===== config.mk =====
export PLATFORM = sky130hd
export DESIGN_NAME = csa_shared_add_sequencer_flat
export DESIGN_NICKNAME = d
export VERILOG_FILES = /design/src/rtl/csa_shared_add_sequencer_if.sv /design/src/rtl/csa_shared_add_sequencer.sv /design/src/flat_wrapper.sv
export SDC_FILE = /design/constraint.sdc
export NUM_CORES = 1
export LEC_CHECK = 0
export CELL_PAD_IN_SITES_DETAIL_PLACEMENT = 1
export CELL_PAD_IN_SITES_GLOBAL_PLACEMENT = 1
export CORE_AREA = 5 5 88 152
export CTS_BUF_LIST = sky130_fd_sc_hd__clkbuf_8 sky130_fd_sc_hd__clkbuf_16
export DETAILED_ROUTE_END_ITERATION = 8
export DIE_AREA = 0 0 93 157
export DONT_BUFFER_PORTS = 1
export GPL_TIMING_DRIVEN = 0
export PLACE_DENSITY = 0.48
export SETUP_SLACK_MARGIN = 0.5
export SYNTH_ARGS = -nofsm -noshare
export SYNTH_HDL_FRONTEND = slang
export SYNTH_SLANG_ARGS = --single-unit
export TNS_END_PERCENT = 50

===== constraint.sdc =====
create_clock -name clk -period 2.87 [get_ports clk]
set_clock_uncertainty 0.1 [all_clocks]
set_input_delay 0.287 -clock clk [delete_from_list [all_inputs] [get_ports clk]]
set_output_delay 0.287 -clock clk [all_outputs]
set_load 0.01 [all_outputs]

===== src/rtl/csa_shared_add_sequencer_if.sv =====
// rtl/csa_shared_add_sequencer_if.sv - requester and result channels of the shared-adder sequencer
interface csa_shared_add_sequencer_if #(
  parameter int WIDTH = 16
);
  logic             req0_valid;
  logic             req0_ready;
  logic [WIDTH-1:0] req0_a;
  logic [WIDTH-1:0] req0_b;
  logic             req0_cin;

  logic             req1_valid;
  logic             req1_ready;
  logic [WIDTH-1:0] req1_a;
  logic [WIDTH-1:0] req1_b;
  logic             req1_cin;

  logic             res_valid;
  logic             res_ready;
  logic             res_id;
  logic [WIDTH-1:0] res_sum;
  logic             res_cout;

  modport master (
    output req0_valid, req0_a, req0_b, req0_cin,
    input  req0_ready,
    output req1_valid, req1_a, req1_b, req1_cin,
    input  req1_ready,
    input  res_valid, res_id, res_sum, res_cout,
    output res_ready
  );

  modport slave (
    input  req0_valid, req0_a, req0_b, req0_cin,
    output req0_ready,
    input  req1_valid, req1_a, req1_b, req1_cin,
    output req1_ready,
    output res_valid, res_id, res_sum, res_cout,
    input  res_ready
  );
endinterface


===== src/rtl/csa_shared_add_sequencer.sv =====
// rtl/csa_shared_add_sequencer.sv - two requesters share one 4-bit carry-select adder, nibble-serial
module carry_select_adder (
  input  logic [3:0] a,
  input  logic [3:0] b,
  input  logic       cin,
  output logic [3:0] sum,
  output logic       cout
);
  logic [1:0] lo_s;
  logic       lo_c;
  logic [1:0] hi_s0;
  logic [1:0] hi_s1;
  logic       hi_c0;
  logic       hi_c1;

  function automatic logic [2:0] add2(input logic [1:0] x, input logic [1:0] y, input logic c);
    logic       c1;
    logic [1:0] s;
    s[0] = x[0] ^ y[0] ^ c;
    c1   = (x[0] & y[0]) | (c & (x[0] ^ y[0]));
    s[1] = x[1] ^ y[1] ^ c1;
    return {(x[1] & y[1]) | (c1 & (x[1] ^ y[1])), s};
  endfunction

  // Upper pair is precomputed for both carries and picked by the lower carry.
  assign {lo_c, lo_s}   = add2(a[1:0], b[1:0], cin);
  assign {hi_c0, hi_s0} = add2(a[3:2], b[3:2], 1'b0);
  assign {hi_c1, hi_s1} = add2(a[3:2], b[3:2], 1'b1);
  assign sum  = {(lo_c ? hi_s1 : hi_s0), lo_s};
  assign cout = lo_c ? hi_c1 : hi_c0;
endmodule

module csa_shared_add_sequencer #(
  parameter int WIDTH = 16
) (
  input logic clk,
  input logic rst_n,
  csa_shared_add_sequencer_if.slave bus
);
  localparam int NIB = WIDTH / 4;
  localparam int CW  = (NIB > 1) ? $clog2(NIB) : 1;
  localparam logic [CW-1:0] LAST = CW'(NIB - 1);

  typedef enum logic [1:0] {IDLE, CALC, HOLD} state_t;

  state_t           state;
  logic [WIDTH-1:0] op_a;
  logic [WIDTH-1:0] op_b;
  logic             op_id;
  logic             carry;
  logic             last_grant;
  logic [CW-1:0]    nib_cnt;

  logic             res_valid;
  logic             res_id;
  logic [WIDTH-1:0] res_sum;
  logic             res_cout;

  logic             gnt_any;
  logic             gnt_id;
  logic             take;
  logic [3:0]       add_a;
  logic [3:0]       add_b;
  logic [3:0]       add_sum;
  logic             add_cout;

  // Round-robin: on a tie the requester that did not win last time goes first.
  always_comb begin
    gnt_any = bus.req0_valid | bus.req1_valid;
    gnt_id  = 1'b0;
    if (bus.req0_valid && bus.req1_valid) begin
      gnt_id = ~last_grant;
    end else if (bus.req1_valid) begin
      gnt_id = 1'b1;
    end
  end

  assign take           = rst_n && (state == IDLE) && gnt_any;
  assign bus.req0_ready = take && !gnt_id;
  assign bus.req1_ready = take && gnt_id;

  assign add_a = op_a[4*nib_cnt +: 4];
  assign add_b = op_b[4*nib_cnt +: 4];

  carry_select_adder u_adder (
    .a    (add_a),
    .b    (add_b),
    .cin  (carry),
    .sum  (add_sum),
    .cout (add_cout)
  );

  always_ff @(posedge clk) begin
    if (!rst_n) begin
      state      <= IDLE;
      op_a       <= '0;
      op_b       <= '0;
      op_id      <= 1'b0;
      carry      <= 1'b0;
      last_grant <= 1'b1;
      nib_cnt    <= '0;
      res_valid  <= 1'b0;
      res_id     <= 1'b0;
      res_sum    <= '0;
      res_cout   <= 1'b0;
    end else begin
      case (state)
        IDLE: begin
          if (take) begin
            op_a       <= gnt_id ? bus.req1_a : bus.req0_a;
            op_b       <= gnt_id ? bus.req1_b : bus.req0_b;
            carry      <= gnt_id ? bus.req1_cin : bus.req0_cin;
            op_id      <= gnt_id;
            last_grant <= gnt_id;
            nib_cnt    <= '0;
            state      <= CALC;
          end
        end
        CALC: begin
          res_sum[4*nib_cnt +: 4] <= add_sum;
          carry                   <= add_cout;
          nib_cnt                 <= nib_cnt + CW'(1);
          if (nib_cnt == LAST) begin
            res_cout  <= add_cout;
            res_id    <= op_id;
            res_valid <= 1'b1;
            state     <= HOLD;
          end
        end
        HOLD: begin
          if (bus.res_ready) begin
            res_valid <= 1'b0;
            state     <= IDLE;
          end
        end
        default: state <= IDLE;
      endcase
    end
  end

  assign bus.res_valid = res_valid;
  assign bus.res_id    = res_id;
  assign bus.res_sum   = res_sum;
  assign bus.res_cout  = res_cout;
endmodule


===== src/flat_wrapper.sv =====
// flat-port wrapper written by rule: the top's interface ports become plain ports
module csa_shared_add_sequencer_flat 
#(
  parameter int WIDTH = 16
)
  (clk, rst_n, bus_req0_valid, bus_req0_a, bus_req0_b, bus_req0_cin, bus_req0_ready, bus_req1_valid, bus_req1_a, bus_req1_b, bus_req1_cin, bus_req1_ready, bus_res_valid, bus_res_id, bus_res_sum, bus_res_cout, bus_res_ready);
  csa_shared_add_sequencer_if #(.WIDTH(WIDTH)) bus_i ();
  input logic clk;
  input logic rst_n;
  input wire logic [$bits(bus_i.req0_valid)-1:0] bus_req0_valid;
  input wire logic [$bits(bus_i.req0_a)-1:0] bus_req0_a;
  input wire logic [$bits(bus_i.req0_b)-1:0] bus_req0_b;
  input wire logic [$bits(bus_i.req0_cin)-1:0] bus_req0_cin;
  output wire logic [$bits(bus_i.req0_ready)-1:0] bus_req0_ready;
  input wire logic [$bits(bus_i.req1_valid)-1:0] bus_req1_valid;
  input wire logic [$bits(bus_i.req1_a)-1:0] bus_req1_a;
  input wire logic [$bits(bus_i.req1_b)-1:0] bus_req1_b;
  input wire logic [$bits(bus_i.req1_cin)-1:0] bus_req1_cin;
  output wire logic [$bits(bus_i.req1_ready)-1:0] bus_req1_ready;
  output wire logic [$bits(bus_i.res_valid)-1:0] bus_res_valid;
  output wire logic [$bits(bus_i.res_id)-1:0] bus_res_id;
  output wire logic [$bits(bus_i.res_sum)-1:0] bus_res_sum;
  output wire logic [$bits(bus_i.res_cout)-1:0] bus_res_cout;
  input wire logic [$bits(bus_i.res_ready)-1:0] bus_res_ready;
  assign bus_i.req0_valid = bus_req0_valid;
  assign bus_i.req0_a = bus_req0_a;
  assign bus_i.req0_b = bus_req0_b;
  assign bus_i.req0_cin = bus_req0_cin;
  assign bus_req0_ready = bus_i.req0_ready;
  assign bus_i.req1_valid = bus_req1_valid;
  assign bus_i.req1_a = bus_req1_a;
  assign bus_i.req1_b = bus_req1_b;
  assign bus_i.req1_cin = bus_req1_cin;
  assign bus_req1_ready = bus_i.req1_ready;
  assign bus_res_valid = bus_i.res_valid;
  assign bus_res_id = bus_i.res_id;
  assign bus_res_sum = bus_i.res_sum;
  assign bus_res_cout = bus_i.res_cout;
  assign bus_i.res_ready = bus_res_ready;
  csa_shared_add_sequencer #(.WIDTH(WIDTH)) u_core (.clk(clk), .rst_n(rst_n), .bus(bus_i));
endmodule

==> results.json <==
{
  "finalHoldViolations": 0,
  "placedCellCount": 473,
  "dp_hpwl_um": 8320,
  "wl_per_cell_um": 21.3,
  "grt_pass1_vias": 2966,
  "cts_buffer_depth": 2,
  "holdCritStartpoint": "bus_req0_a[12]",
  "portBuffers": 0,
  "fin_util_pct": 31.2,
  "crit_top_cell": "fa_2",
  "period_share_pct": 99.8,
  "rrSetupSlack_ns": 0.005,
  "critPathTopFamily": "adder cells",
  "wl_um": 10600,
  "holdWs_ns": 0.0226,
  "postSynthRegisterBits": 58,
  "yosys-top-cells-area": "dfxtp_1 38%, nand2_1 10%, a311oi_1 6.9%, a21oi_1 6.6%, mux4_2 5.9%",
  "fill_cells": 1391,
  "layout_commonest_cell": "nand2_1",
  "grt_max_degree": 11,
  "cp_slowest_cell": "mux4_2",
  "crit_fanout": 3,
  "synth_cell_types": 38,
  "post-route-min-period_ns": 2.86,
  "rsz0062_at_grt": "true",
  "instances_no_fill": 496,
  "grt_pass1_wl_um": 16400,
  "io-pin-count": 92,
  "slew_headroom_pct": 50.0,
  "max_freq_ghz": 0.349,
  "initial_core_util_pct": 25.5,
  "fin_tns_setup_ns": 0,
  "worstPathCellList": "buf_12 -> mux4_2 -> inv_2 -> fa_2 -> inv_2 -> fa_2 -> a21oi_4 -> fa_2 -> a32oi_1 -> nor2_1",
  "clk-insertion-delay-late_ns": 0.32,
  "holdBufCountCts": 0,
  "drc": 0,
  "fin_nets": 436,
  "vias": 2616,
  "cp.arrival_ns": 2.96,
  "startpoint_type": "register",
  "area_growth_pct": 22.4,
  "final-setup-viol-count": 0,
  "crit_path_end_kind": "register",
  "yosys.area.top_type": "dfxtp_1",
  "syn-num-nets": 418,
  "drive_gt1_share_pct": 23.1,
  "final_max_slew_viol_count": 0,
  "dieHeight_um": 157,
  "clock-sinks": 58,
  "htreeDepth": 3,
  "die_x_um": 93,
  "die-area_um2": 14600,
  "root_buffer": "clkbuf_16",
  "diodes": 0,
  "finalWorstSetupSlack_ns": 0.00527,
  "ys.flop_type": "dfxtp_1",
  "core-area_um2": 11900,
  "first_pass_iters": 4,
  "synth_warnings": 0,
  "synth.avg_cell_area_um2": 9.06,
  "r2r_start": "u_core.nib_cnt[0]$_SDFFE_PN0P_",
  "overflow": 0,
  "rows": 53,
  "cpPeakStageDelay_ns": 0.50,
  "grt_usage_pct": 15.0,
  "syn_inst": 336,
  "critical_path_required_ns": 2.96,
  "synthArstFlopShare_pct": 0,
  "synth_area_um2": 3040,
  "synth-edff-count": 0,
  "crit_buf_inv": 3,
  "status": "completed",
  "antenna_left": 0,
  "drv_cap": 0,
  "hold_class": "primary input to register",
  "globalplace.congestion": 0.813,
  "peakVddDrop_mv": 0.268,
  "layout_common_cells": "80 x nand2_1, 57 x dfxtp_1, 38 x a21oi_1, 24 x a311oi_1, 13 x nor2_1",
  "tightest_slew_ns": 0.749,
  "clk_pin_slew_ns": 0.05,
  "drt-vias-per-instance": 5.27,
  "critical_path_class": "register to register",
  "pwr_density_cell_nw_per_um2": 674,
  "cellLeakagePower_nw": 1.36,
  "startpoint": "u_core.nib_cnt[0]$_SDFFE_PN0P_",
  "pre_cts_ws_ns": -0.169,
  "cts_tree": "done",
  "ys_seq_area_share_pct": 38.1,
  "synth_top_area_share_pct": 38.1,
  "cts-buffers-inserted": 9,
  "antenna_found_initial": 0,
  "drt-initial-drc-count": 50
}
worst reg2reg max path: cells and delay by family, from the launching register on:
kind            cells  cell delay, ns
fa+ha+maj           3            1.08
flops               1            0.38
mux                 1            0.50
buf+inv             3            0.24
simple gates        1            0.05
compound gates      2            0.38
cell type report:
type | count | area [um2] | share of cell area (%)
plain buffers | 30 | 231 | 6.21
flip-flops and latches | 58 | 1160 | 31.3
multi-input cells | 237 | 1720 | 46.1
repair buffers | 7 | 65.1 | 1.75
clock inverters | 7 | 109 | 2.92
well taps | 137 | 171 | 4.60
clock buffers | 9 | 225 | 6.04
inverters | 11 | 41.3 | 1.11
Yosys cell counts (all sizes together) (3+ instances only):
cell type,n
mux4,8
o211ai,3
dfxtp,58
ha,8
buf,20
fa,3
inv,11
a21oi,40
o22ai,8
a311oi,32
nand3b,3
a32oi,8
nand3,5
nand2,82
clkbuf,10
nor2,15
power by group:
group / internal [mW] / switching, mW / total, mW
combinational: 0.173 / 0.238 / 0.410
sequential: 0.853 / 0.0382 / 0.891
clock: 0.839 / 0.370 / 1.21
flip-flops by register name, indices dropped and copies added (netlist names), 2 cells and up:
name / count
u_core.op_b: 16
u_core.op_a: 16
u_core.bus.res_sum: 16
u_core.nib_cnt: 2
u_core.state: 2
cell families after synthesis:
kind of cell	count (synthesis)	share of synthesized area, %
mux	9	6.25
compound gates	98	24.0
xor+xnor	1	0.288
simple gates	118	17.9
flops	58	38.1
fa+ha+maj	11	5.26
buf+inv	41	8.14
per-layer routing:
metal	part of all wire [%]	wire [um]	vias up	track usage [%]
met3	3.9	415	11	3.40
met4	1.8	186	0	5.10
met5	0	0	-	0
met1	35	3730	1294	14.4
met2	59	6250	54	30.2
li1	-	-	1257	-
final timing paths:
kind / end / cells past startpoint
min: u_core.op_a[12]$_SDFFE_PN0P_ / 2
min reg2reg: u_core.bus.res_id$_SDFFE_PN0P_ / 2
max reg2reg: u_core.bus.res_sum[11]$_SDFFE_PN0P_ / 10
max: u_core.bus.res_sum[11]$_SDFFE_PN0P_ / 10
timing repair:
item                       in CTS  in global routing
gates resized for setup        12                  9
buffers inserted                5                  2
pin swaps                       8                  7
gates cloned                    0                  0
setup endpoints to repair      14                 14
metrics by stage:
step | cell area, um2 | power (mW)
5_1_grt | 3730 | 2.63
4_1_cts | 3670 | 2.54
3_5_place_dp | 3240 | 1.28
3_3_place_gp | 3240 | 1.28
6_report | 3730 | 2.51
2_1_floorplan | 3060 | 1.17
Power figures use the tool's default switching activity.
==> variant: new RTL, same flow settings <==
Encoding of `state_t`: now one-hot (3 bits for 3 states).
--- a/src/rtl/csa_shared_add_sequencer.sv
+++ b/src/rtl/csa_shared_add_sequencer.sv
@@ -41,7 +41,7 @@
   localparam int CW  = (NIB > 1) ? $clog2(NIB) : 1;
   localparam logic [CW-1:0] LAST = CW'(NIB - 1);
 
-  typedef enum logic [1:0] {IDLE, CALC, HOLD} state_t;
+  typedef enum logic [2:0] {IDLE = 3'b001, CALC = 3'b010, HOLD = 3'b100} state_t;
 
   state_t           state;
   logic [WIDTH-1:0] op_a;
Behaviour: same outputs for any inputs over 10 cycles, from zero or initial values and one cycle with rst_n low; not proved beyond that.
==> variant against the original RTL <==
The run now ends with negative setup slack left. Cell area fell by 1.9%. Total power shrank 2.4%. Count of clock-buffer cells in the layout grew 2. Maximum frequency is 1.3% lower. Sequential cell count up 1. Worst setup slack worse by 38 ps. Wire length shrank 15%. Synthesized area shrank 9.7%. Highest routed layer unchanged.
==> variant: results (changes against the original RTL) <==
- The net count of the finished layout is 383 (-12%).
- The met1 routed wirelength after detailed routing is 3300 um (-12%).
- The fraction of the mapped netlist area in compound gates is 21.7% (-2.3 points).
- The synthesized area divided by synthesized cell count is 10.7 um^2 (+18%).
- The area of placed instances came to 0.00295 mm^2 (-8.7%).
- The number of warnings printed during yosys synthesis is 0 (unchanged).
- The highest fanout seen on the critical path was 4 (+1).
- The via count of the first global-routing pass is 2498 (-16%).
- The part of the Yosys area used for sequential elements is 42.9% (+4.8 points).
- The commonest cells after synthesis are dfxtp_1, and3_1, a221o_1, nand2_1, a22o_1.
- The standby leakage power is 1.52 nW (+11%).
- The final non-filler cell area is 0.00365 mm^2 (-1.9%).
- Yosys attributes the largest share of cell area to dfxtp_1, a221o_1, and3_1, mux4_2, a22o_1.
- The final reports fail on negative setup slack.
- The number of stages on the worst hold path is 1 (-1).
- The worst slack on hold paths is 9.37 ps (-13.2 ps).
- The slowest stage of the critical path is the fa_2 cell.
- The fraction of synthesized area in multiplexers is 6.92% (+0.67 points).
- The sum of negative setup slack is -33.1 ps (-33.1 ps).
- The transition time at the pin with the least slew margin is 671 ps (-78.1 ps).
- The amount of wire on met3 after detailed routing came to 339 um (-18%).
- The fraction of met3 tracks used by global routing is 2.68% (-0.72 points).
- The amount of wire on met2 after detailed routing is 5190 um (-17%).
- The root buffer cell chosen for the clock tree is clkbuf_16.
- The HPWL after detailed placement is 6990 um (-16%).
- The count of placed standard cells in the final layout, fillers left out is 443 (-11%).
- The length in cells of the worst reg-to-reg path is 12 (+2).
- The source of the worst hold timing path is bus_req0_a[6].
- The placed cell count is 394 (-17%).
- The endpoint arrival time on the critical path came to 3060 ps (+100 ps).
- The run finished, with violations left.
- The capturing point of the worst reg2reg path is u_core.bus.res_sum[3]$_SDFFE_PN0P_.
- The routing usage on met1 was 13.0% (-1.4 points).
- The worst setup margin is -33.1 ps (-38.4 ps).
- The final-report setup violation count is 1 (+1).
- The synthesized-area fraction occupied by xor and xnor cells is 0.318% (+0.031 points).
- The total routed wirelength came to 9020 um (-15%).
- The global-route wire length before repair is 14300 um (-13%).
- The post-synthesis adder-cell area fraction is 5.82% (+0.56 points).
- The initial DRC count is 47 (-6.0%).
- The post-placement setup slack was -455 ps (-286 ps).
- The routability congestion estimate was 0.730 (-10%).
- The critical path's largest stage delay is 620 ps (+120 ps).
- The filler cell count is 1342 (-3.5%).
- The total global-route track usage is 12.8% (-2.1 points).
- The hold path endpoint is u_core.op_a[6]$_SDFFE_PN0P_.
- The met2 track demand over resource in global routing is 24.8% (-5.5 points).
-- variant: cell count changes in the layout (fill, tap and decap cells not counted), moves of 12 or more --
cell           change
and3_1            +33
a22o_1            +12
a21oi_1           -35
nand2_1           -65
a311oi_1          -24
a221o_1           +32
dlygate4sd3_1     +24
-- variant: power breakdown --
group	internal, mW	total [mW]	switching, mW
clock	0.802	1.18	0.377
combinational	0.172	0.343	0.171
sequential	0.883	0.927	0.0446
-- variant: cell type report --
type / instances / area (um^2) / area share, %
clock inverter: 5 / 75.1 / 2.05
tap: 137 / 171 / 4.69
multi-input combinational: 168 / 1460 / 39.9
sequential: 59 / 1180 / 32.4
inverter: 10 / 37.5 / 1.03
buffer: 20 / 148 / 4.04
clock buffer: 11 / 253 / 6.92
timing repair buffer: 33 / 328 / 8.97
-- variant: timing repair --
action,in CTS,in global routing
setup endpoints to repair,20,16
hold buffers,24,0
hold endpoints to repair,24,0
gates resized for setup,12,7
buffers inserted,8,1
pin swaps,10,7
